`src/rtl/sid_i2s_out.sv`:
```
// sid_i2s_out: audio output stage for the dual-SID engine.
// A per-channel one-pole low-pass (or bypass) feeds a Philips I2S master
// serializer. BCLK is a divided clock-enable running on the system clock.
module sid_i2s_out #(
   parameter int BCLK_DIV  = 8,   // clk cycles per BCLK half-period, >= 2
   parameter int LPF_SHIFT = 3    // filter coefficient alpha = 2^-LPF_SHIFT, 1..8
) (
   input  logic        clk,
   input  logic        reset,
   input  logic [23:0] audio_i_l,
   input  logic [23:0] audio_i_r,
   input  logic        audio_valid,
   input  logic        lpf_en,
   output logic        i2s_bclk,
   output logic        i2s_lrclk,
   output logic        i2s_sdata,
   output logic        frame_strobe
);

   localparam int DIV_W = $clog2(BCLK_DIV);
   localparam int ACC_W = 24 + LPF_SHIFT + 1;
   localparam logic [DIV_W-1:0] DIV_LAST = DIV_W'(BCLK_DIV - 1);

   logic [DIV_W-1:0]        div_r;
   logic [5:0]              bit_r;
   logic [5:0]              bit_next_s;
   logic                    fall_s;
   logic                    wrap_s;
   logic signed [ACC_W-1:0] acc_l_r;
   logic signed [ACC_W-1:0] acc_r_r;
   logic [23:0]             y_l_s;
   logic [23:0]             y_r_s;
   logic [23:0]             frame_l_r;
   logic [23:0]             frame_r_r;

   // One filter step. The accumulator is wide enough that the steady state
   // x * 2^F always fits, so modular intermediate sums give exact results.
   function automatic logic signed [ACC_W-1:0] lpf_step(
      input logic signed [ACC_W-1:0] acc,
      input logic [23:0]             x,
      input logic                    en
   );
      logic signed [ACC_W-1:0] x_ext;
      x_ext = {{(LPF_SHIFT + 1){x[23]}}, x};
      if (en) begin
         lpf_step = acc + x_ext - (acc >>> LPF_SHIFT);
      end else begin
         // Bypass keeps the accumulator aligned to the input so that
         // re-enabling the filter produces no step.
         lpf_step = x_ext <<< LPF_SHIFT;
      end
   endfunction

   // Serial bit for a slot: 24 data bits start one slot after each LRCLK
   // edge (Philips framing), everything else is zero padding.
   function automatic logic slot_bit(
      input logic [5:0]  slot,
      input logic [23:0] left,
      input logic [23:0] right
   );
      logic [4:0] idx;
      logic       bit_v;
      idx   = 5'd0;
      bit_v = 1'b0;
      if ((slot >= 6'd1) && (slot <= 6'd24)) begin
         idx   = 5'(6'd24 - slot);
         bit_v = left[idx];
      end else if ((slot >= 6'd33) && (slot <= 6'd56)) begin
         idx   = 5'(6'd56 - slot);
         bit_v = right[idx];
      end else begin
         bit_v = 1'b0;
      end
      return bit_v;
   endfunction

   assign fall_s     = (div_r == DIV_LAST) && i2s_bclk;
   assign bit_next_s = bit_r + 6'd1;
   assign wrap_s     = (bit_next_s == 6'd0);
   assign y_l_s      = acc_l_r[LPF_SHIFT+23:LPF_SHIFT];
   assign y_r_s      = acc_r_r[LPF_SHIFT+23:LPF_SHIFT];

   // Per-channel low-pass accumulators, advanced only on new samples.
   always_ff @(posedge clk) begin
      if (reset) begin
         acc_l_r <= '0;
         acc_r_r <= '0;
      end else if (audio_valid) begin
         acc_l_r <= lpf_step(acc_l_r, audio_i_l, lpf_en);
         acc_r_r <= lpf_step(acc_r_r, audio_i_r, lpf_en);
      end else begin
         acc_l_r <= acc_l_r;
         acc_r_r <= acc_r_r;
      end
   end

   // BCLK divider: toggle the bit clock at every terminal count.
   always_ff @(posedge clk) begin
      if (reset) begin
         div_r    <= '0;
         i2s_bclk <= 1'b0;
      end else if (div_r == DIV_LAST) begin
         div_r    <= '0;
         i2s_bclk <= ~i2s_bclk;
      end else begin
         div_r    <= div_r + DIV_W'(1'b1);
         i2s_bclk <= i2s_bclk;
      end
   end

   // Slot counter, word select, serial data and frame latch; all change on
   // BCLK falls so the receiver samples mid-bit on the rising edge.
   always_ff @(posedge clk) begin
      if (reset) begin
         bit_r        <= 6'd63;
         i2s_lrclk    <= 1'b1;
         i2s_sdata    <= 1'b0;
         frame_strobe <= 1'b0;
         frame_l_r    <= 24'd0;
         frame_r_r    <= 24'd0;
      end else begin
         frame_strobe <= 1'b0;
         if (fall_s) begin
            bit_r     <= bit_next_s;
            i2s_lrclk <= bit_next_s[5];
            i2s_sdata <= slot_bit(bit_next_s, frame_l_r, frame_r_r);
            if (wrap_s) begin
               // y is read before any same-cycle filter update lands.
               frame_l_r    <= y_l_s;
               frame_r_r    <= y_r_s;
               frame_strobe <= 1'b1;
            end else begin
               frame_l_r <= frame_l_r;
               frame_r_r <= frame_r_r;
            end
         end else begin
            bit_r <= bit_r;
         end
      end
   end

endmodule

```
`config.mk`:
```
export PLATFORM = sky130hd
export DESIGN_NAME = sid_i2s_out
export DESIGN_NICKNAME = d
export VERILOG_FILES = /design/src/rtl/sid_i2s_out.sv
export SDC_FILE = /design/constraint.sdc
export NUM_CORES = 1
export LEC_CHECK = 0
export CORE_MARGIN = 2
export CORE_UTILIZATION = 45
export DETAILED_ROUTE_END_ITERATION = 8
export HOLD_SLACK_MARGIN = 0.1
export MAX_ROUTING_LAYER = met4
export PLACE_DENSITY = 0.74
export SYNTH_ARGS = -nofsm -noshare
export SYNTH_HDL_FRONTEND = slang
export SYNTH_SLANG_ARGS = --single-unit
```
`constraint.sdc`:
```
create_clock -name clk -period 4.4 [get_ports clk]
set_input_delay 0.88 -clock clk [delete_from_list [all_inputs] [get_ports clk]]
set_output_delay 0.88 -clock clk [all_outputs]
set_load 0.01 [all_outputs]
```
==> impl_results.md, run 1 <==
* Post-Route WL at 24640 um
* Die H at 151.2 um
* Full die area at 22860 sq um
* Clock Skew at 7.909 ps
* R2r setup slk at 970 ps
* Placed wire-length estimate at 17760 um
* Hold WS at 430.6 ps
* Hold Crit Start: div_r[0]$_SDFF_PP0_
* Share of total power in the clock network at 22.8%
* Post-Place Cells at 1540
* Total congestion overflow at 0
* Routed wire per std cell at 15.67 um
* Int Pwr at 0.003837 W
* Port bufs at 55
* Worst vdd ir at 0.2601 mV
* Synth top area share at 23.82%
* Slowest stage cell, crit path: fa_1
* Mapped cell area at 9748 sq um
* Slew @ Worst Pin at 824.6 ps
* Sequential fraction of the synthesis area at 23.82%
* Leading area contributor after synthesis: dfxtp_1
* Sw frac at 43.15%
* Fillcell total at 2022
* Antenna violations before repair at 0
* Nets at 1453
* Ant. Diodes at 0
* Finished Layout Cells at 1572
* Hold Path Cell Cnt at 1
* CTS tree: done
* Vias in the first global route at 8325
* Clk buf depth at 2
* Post-CTS Resized at 0
* CP Buf/Inv Count at 3
* Clock sink count at 116
* Final hold vios at 0
* Io pins at 56
* Sw power at 0.002913 W
* Pwr Total at 0.006750 W
* Layout area overhead at 14.95%
* Routed vias/inst at 5.590
* MaxCap Viol Count at 0
* Setup CP Type: input pin to flop
* Mean Syn Cell Area at 7.805 sq um
* ANT nets after route at 0
* Worst Hold End: div_r[0]$_SDFF_PP0_
* Flops & latches, synth at 116
* EDFF count, synth at 0
* First-pass iteration count of the detailed router at 7
* Predominant post-synthesis flop cell: dfxtp_1
* Core area at 21150 sq um
* Total Neg Setup Slack at 0 ps
* Sequential power share at 19.6%
* CTS buffer count at 17
* Cell mode on critical path: inv_1
* Status: completed
* Worst Hold Class: flop to flop
* Max frequency at 248.9 MHz
* R2R Path End: acc_l_r[20]$_SDFFE_PP0P_
* Async SR Flop Fraction at 0%
* RSZ-0062 raised after global routing: false
* Setup Viol. Count Final at 0
* Die width at 151.2 um
* Initial drt markers at 713
* FF-to-FF path depth at 12
* Max H-tree Level at 4
* Slew headroom at 45.03%
* Clock Latency Late Sink at 420 ps
* First-pass GRT wire length at 40770 um
* Slowest stage delay, CP at 540 ps
* GRT Total Usage at 23.11%
* Share of layout cells above drive strength 1 at 6.785%
* Starting Density at 46.08%
* Worst setup SP type: input pin
* Crit path max fanout at 5
* Clock root cell: clkbuf_16
* Arr. time, crit path at 4350 ps
* Post-synthesis cell count at 1249
* CP cell instances: clkdlybuf4s50_1, inv_1, fa_1, inv_1, ha_1, o21ai_0, a21oi_1, o31ai_1, a32oi_1, a31oi_1, o21ai_1, xnor2_1, a211oi_1
* Ys Warns at 0
* Synth cell types at 68
* Ranking of synthesized cells by area: dfxtp_1 24%, fa_1 11%, inv_1 8.6%, ha_1 8.1%, a21oi_1 6.6%
* Fin crit share at 91.31%
* Net Count, Synth at 1418
* Leakage power at 4.932 nW
* Final worst path period need at 4018 ps
* CP Data Required Time at 4730 ps
* Rows at 53
* Cell with the most instances after synthesis: inv_1
* # DRC at 0
* Final Max Slew Viols at 0
* Critical Path End Type: flop
* Routability cong. at 0.9329
* Reg-to-Reg Start: acc_l_r[4]$_SDFFE_PP0P_
* Gate power share at 57.5%
* DR vias at 8788
* Pin count of the biggest net entering global routing at 74
* Clock transition at path regs at 60 ps
* PD cells at 602.4 nW/um^2
* CP delay by family, top: compound AO/OA/AOI/OAI gates
* Post-CTS Setup Bufs at 0
* Hold-fix buffers, CTS at 0
* Post-synth top cells: 224 x inv_1, 150 x nand2_1, 128 x a21oi_1
[registers in the layout, indices dropped and copies added (netlist names)]
| signal | flops |
|---|---|
| acc_l_r | 28 |
| acc_r_r | 28 |
| frame_l_r | 24 |
| frame_r_r | 24 |
| bit_r | 5 |
| div_r | 3 |
| frame_strobe | 1 |
| i2s_bclk | 1 |
| i2s_lrclk | 1 |
| i2s_sdata | 1 |
[worst max-delay path by stage]
stage	start	to	slack (ps)	depth (start not counted)
2_1_floorplan	audio_i_r[3]	acc_r_r[21]$_SDFFE_PP0P_	750	12
3_3_place_gp	audio_i_l[2]	acc_l_r[22]$_SDFFE_PP0P_	130	13
3_5_place_dp	audio_i_l[2]	acc_l_r[20]$_SDFFE_PP0P_	80	13
4_1_cts	audio_i_l[2]	acc_l_r[20]$_SDFFE_PP0P_	510	13
5_1_grt	audio_i_r[1]	acc_r_r[24]$_SDFFE_PP0P_	240	12
6_report	audio_i_r[3]	acc_r_r[24]$_SDFFE_PP0P_	380	13
[final cells by class]
type	instances	area [sq um]	area share, %
clock inverter	12	202.7	1.809
inverter	225	844.6	7.537
tap	275	344.1	3.071
multi-input combinational	849	6357	56.73
timing repair buffer	75	688.2	6.141
sequential	116	2322	20.72
clock buffer	20	446.7	3.986
[routing by layer]
layer / vias up / GRT usage (%) / part of all wire [%]
met5: - / - / 0
met4: 0 / 7.617 / 2.1
met3: 43 / 3.675 / 6.1
met2: 302 / 36.81 / 47
met1: 4168 / 30.13 / 45
li1: 4275 / - / -
[power by group through the flow]
stage               Combinational [W]  Clock [W]  Sequential [W]
floorplan                     0.00301          0         0.00128
global placement              0.00373          0         0.00134
detailed placement            0.00381          0         0.00134
CTS                           0.00384    0.00156         0.00132
global route                  0.00435    0.00161         0.00134
finish                        0.00388    0.00154         0.00132
[through the flow]
stage	util, %	instance area (sq um)	setup slack, ps
after floorplan	-	9748	745.3
after global placement	49.90	10560	130.3
after detailed placement	49.90	10560	80.02
after CTS	52.97	11210	506.6
after global routing	52.97	11210	235.9
final	52.97	11210	382.2
[kinds of logic (layout without fill, tap and decap cells)]
group           Yosys count  count (layout)  share of synthesized area, %
compound gates          335             335                         22.01
simple gates            314             314                         14.36
buf+inv                 284             332                         11.04
fa+ha+maj               117             117                         19.18
flops                   116             116                         23.82
xor+xnor                 52              52                         4.749
mux                      31              31                         4.839
[cells in the final DEF (no fill, tap or decap), types with 4 or more instances in the layout]
cell type / Yosys / routed
a31oi_1: 8 / 8
xor2_1: 20 / 20
a22oi_1: 4 / 4
nand2b_1: 6 / 6
nor3b_1: 4 / 4
a211oi_1: 43 / 43
nor2b_1: 8 / 8
buf_4: 0 / 21
mux2_2: 5 / 5
nor2_1: 65 / 64
nor3_1: 12 / 11
a21o_1: 24 / 24
nand3_1: 22 / 22
o211ai_1: 6 / 6
o21bai_1: 10 / 10
and3_1: 7 / 7
inv_1: 224 / 224
xnor2_1: 31 / 31
a21oi_1: 128 / 128
o21ai_0: 56 / 56
mux4_2: 12 / 12
fa_1: 54 / 54
nand2_1: 150 / 150
bufinv_16: 0 / 5
nor4_1: 11 / 11
or3_1: 5 / 5
o22ai_1: 7 / 7
mux2i_1: 13 / 13
o21a_1: 6 / 6
dfxtp_1: 116 / 116
clkbuf_16: 0 / 17
ha_1: 63 / 63
clkdlybuf4s50_1: 0 / 52
nand4_1: 13 / 13
o31ai_1: 4 / 4
(Power assumes the default switching activity.)
==> run 2, diff against run 1 <==
- CELL_PAD_IN_SITES_DETAIL_PLACEMENT: default -> 0
- CELL_PAD_IN_SITES_GLOBAL_PLACEMENT: default -> 2
- CORE_UTILIZATION: 45 -> 37
- PLACE_DENSITY: 0.74 -> 0.93
==> impl_results.md, run 2 (synthesized netlist as in run 1, its figures left out) <==
* Critical Path End Type: flop
* Reg-to-Reg Start: acc_r_r[7]$_SDFFE_PP0P_
* Total congestion overflow at 0 (unchanged)
* Io pins at 56 (unchanged)
* R2r setup slk at 1030 ps (+60 ps)
* Worst Hold End: div_r[0]$_SDFF_PP0_
* Worst Hold Class: flop to flop
* Worst vdd ir at 0.2715 mV (+4.4%)
* Worst setup SP type: input pin
* Pin count of the biggest net entering global routing at 75 (+1.4%)
* Final worst path period need at 3925 ps (-93.28 ps)
* Slew headroom at 30.31% (-15 points)
* Leakage power at 4.959 nW (+0.56%)
* Setup CP Type: input pin to flop
* Fin crit share at 89.19% (-2.1 points)
* Largest registers: acc_l_r (28), acc_r_r (28)
* Total Neg Setup Slack at 0 ps (unchanged)
* Clock sink count at 116 (unchanged)
* GRT Total Usage at 19.82% (-3.3 points)
* Post-Place Cells at 1606 (+4.3%)
* FF-to-FF path depth at 13 (+1)
* Storage element area at 2322 sq um (unchanged)
* Finished Layout Cells at 1638 (+4.2%)
* First-pass iteration count of the detailed router at 4 (-3)
* Hold Crit Start: div_r[0]$_SDFF_PP0_
* Post-CTS Setup Bufs at 0 (unchanged)
* Footprint of the multi-input gates at 6357 sq um (unchanged)
* Clock Latency Late Sink at 420 ps (about the same)
* Most common cell after layout, fill and taps aside: inv_1
* Core area at 25980 sq um (+23%)
* Initial drt markers at 503 (-29%)
* Placed wire-length estimate at 18970 um (+6.8%)
* Setup Viol. Count Final at 0 (unchanged)
* Full die area at 27660 sq um (+21%)
* R2R Path End: acc_r_r[24]$_SDFFE_PP0P_
* Arr. time, crit path at 4240 ps (-110 ps)
* Status: completed
* CTS buffer count at 17 (unchanged)
* Ant. Diodes at 0 (unchanged)
* Placed inst area at 10680 sq um (+1.1%)
* Routability cong. at 0.9031 (-3.2%)
* Post-Route WL at 26130 um (+6.0%)
* DR vias at 8504 (-3.2%)
* # DRC at 0 (unchanged)
* Antenna violations before repair at 0 (unchanged)
* CP Data Required Time at 4710 ps (-20 ps)
* Final instance area at 11320 sq um (+1.0%)
* Die H at 166.3 um (+10%)
* Routed wire per std cell at 15.95 um (+1.8%)
* RSZ-0062 raised after global routing: false
* Vias in the first global route at 8264 (-0.73%)
* Layout area overhead at 16.11%
* Clk buf depth at 2 (unchanged)
* Final Max Slew Viols at 0 (unchanged)
* Max H-tree Level at 4 (unchanged)
* First-pass GRT wire length at 43460 um (+6.6%)
* Slew @ Worst Pin at 1045 ps (+220.8 ps)
* Nets at 1459 (+0.41%)
* Fillcell total at 2639 (+31%)
* MaxCap Viol Count at 0 (unchanged)
* Post-CTS Resized at 0 (unchanged)
* Max frequency at 254.8 MHz (+2.4%)
* Hold Path Cell Cnt at 1 (unchanged)
* Clock transition at path regs at 60 ps (about the same)
* Share of layout cells above drive strength 1 at 7.137% (+0.35 points)
* ANT nets after route at 0 (unchanged)
* Routed vias/inst at 5.192 (-7.1%)
* Commonest non-fill, non-tap cells in the layout: 224 x inv_1, 150 x nand2_1, 128 x a21oi_1
* Starting Density at 37.51% (-8.6 points)
* Port bufs at 55 (unchanged)
* PD cells at 601.3 nW/um^2 (-0.17%)
* Die width at 166.3 um (+10%)
* Final hold vios at 0 (unchanged)
* Hold-fix buffers, CTS at 0 (unchanged)
* Crit path max fanout at 4 (-1)
* CTS tree: done
* Clock root cell: clkbuf_16
* Clock Skew at 9.044 ps (+1.135 ps)
* Rows at 59 (+11%)
[run 2: cell count changes in the layout (fill, tap and decap cells not counted)]
| cell | before | now |
|---|---|---|
| clkinv_4 | 3 | 0 |
| clkinv_2 | 2 | 4 |
| clkbuf_8 | 1 | 2 |
| buf_4 | 21 | 27 |
| inv_6 | 1 | 0 |
| clkbuf_1 | 2 | 3 |
[run 2: final cells by class]
type / count / area share, %
clock inverter: 10 / 1.570
clock buffer: 22 / 4.101
tap: 335 / 3.703
timing repair buffer: 81 / 6.478
multi-input combinational: 849 / 56.17
inverter: 225 / 7.462
sequential: 116 / 20.52
[run 2: how the worst max path moves through the flow]
| stage | startpoint | endpoint | slack [ps] | cells past startpoint |
|---|---|---|---|---|
| 2_1_floorplan | audio_i_r[3] | acc_r_r[21]$_SDFFE_PP0P_ | 750 | 12 |
| 3_3_place_gp | audio_i_l[2] | acc_l_r[20]$_SDFFE_PP0P_ | 140 | 13 |
| 3_5_place_dp | audio_i_l[2] | acc_l_r[20]$_SDFFE_PP0P_ | 80 | 13 |
| 4_1_cts | audio_i_l[2] | acc_l_r[20]$_SDFFE_PP0P_ | 500 | 13 |
| 5_1_grt | audio_i_l[1] | acc_l_r[22]$_SDFFE_PP0P_ | 240 | 12 |
| 6_report | audio_i_l[2] | acc_l_r[20]$_SDFFE_PP0P_ | 480 | 13 |
[run 2: per-stage QoR]
| stage | hold WS [ps] | total power, W | util [%] | worst slack (ps) |
|---|---|---|---|---|
| floorplan | 404.3 | 0.004287 | - | 745.3 |
| global placement | 419.0 | 0.005222 | 41.09 | 139.7 |
| detailed placement | 421.8 | 0.005240 | 41.09 | 81.19 |
| CTS | 429.5 | 0.006818 | 43.56 | 497.9 |
| global route | 439.2 | 0.007396 | 43.56 | 242.2 |
| finish | 426.8 | 0.006806 | 43.56 | 475.5 |
[run 2: worst max-delay path, cell delays in order]
cell	delay, ps
clkdlybuf4s50_1	460
inv_1	80
fa_1	530
inv_1	40
ha_1	320
nor2b_1	180
o211ai_1	330
a21oi_1	110
nor4_1	390
o21ai_0	310
a21oi_1	270
nor4_1	70
a221o_1	270
[run 2: where the power goes]
group	total, W	switching [W]	internal [W]	leakage, nW
combinational	0.00393	0.00225	0.00168	3.70
sequential	0.00133	0.000164	0.00116	0.948
clock	0.00155	0.000515	0.00103	0.314
total	0.00681	0.00293	0.00387	4.96
[run 2: layer usage]
| metal | global-route usage [%] | vias up | part of all wire (%) |
|---|---|---|---|
| met3 | 2.550 | 37 | 3.2 |
| met5 | - | - | 0 |
| met2 | 30.80 | 145 | 45 |
| li1 | - | 4298 | - |
| met1 | 27.34 | 4024 | 50 |
| met4 | 5.210 | 0 | 1.6 |
==> run 3, diff against run 2 <==
- SKIP_CTS_REPAIR_TIMING: default -> 1
==> results of run 3 <==
Same layout as run 2: the final DEF is identical, and so are final timing and power.
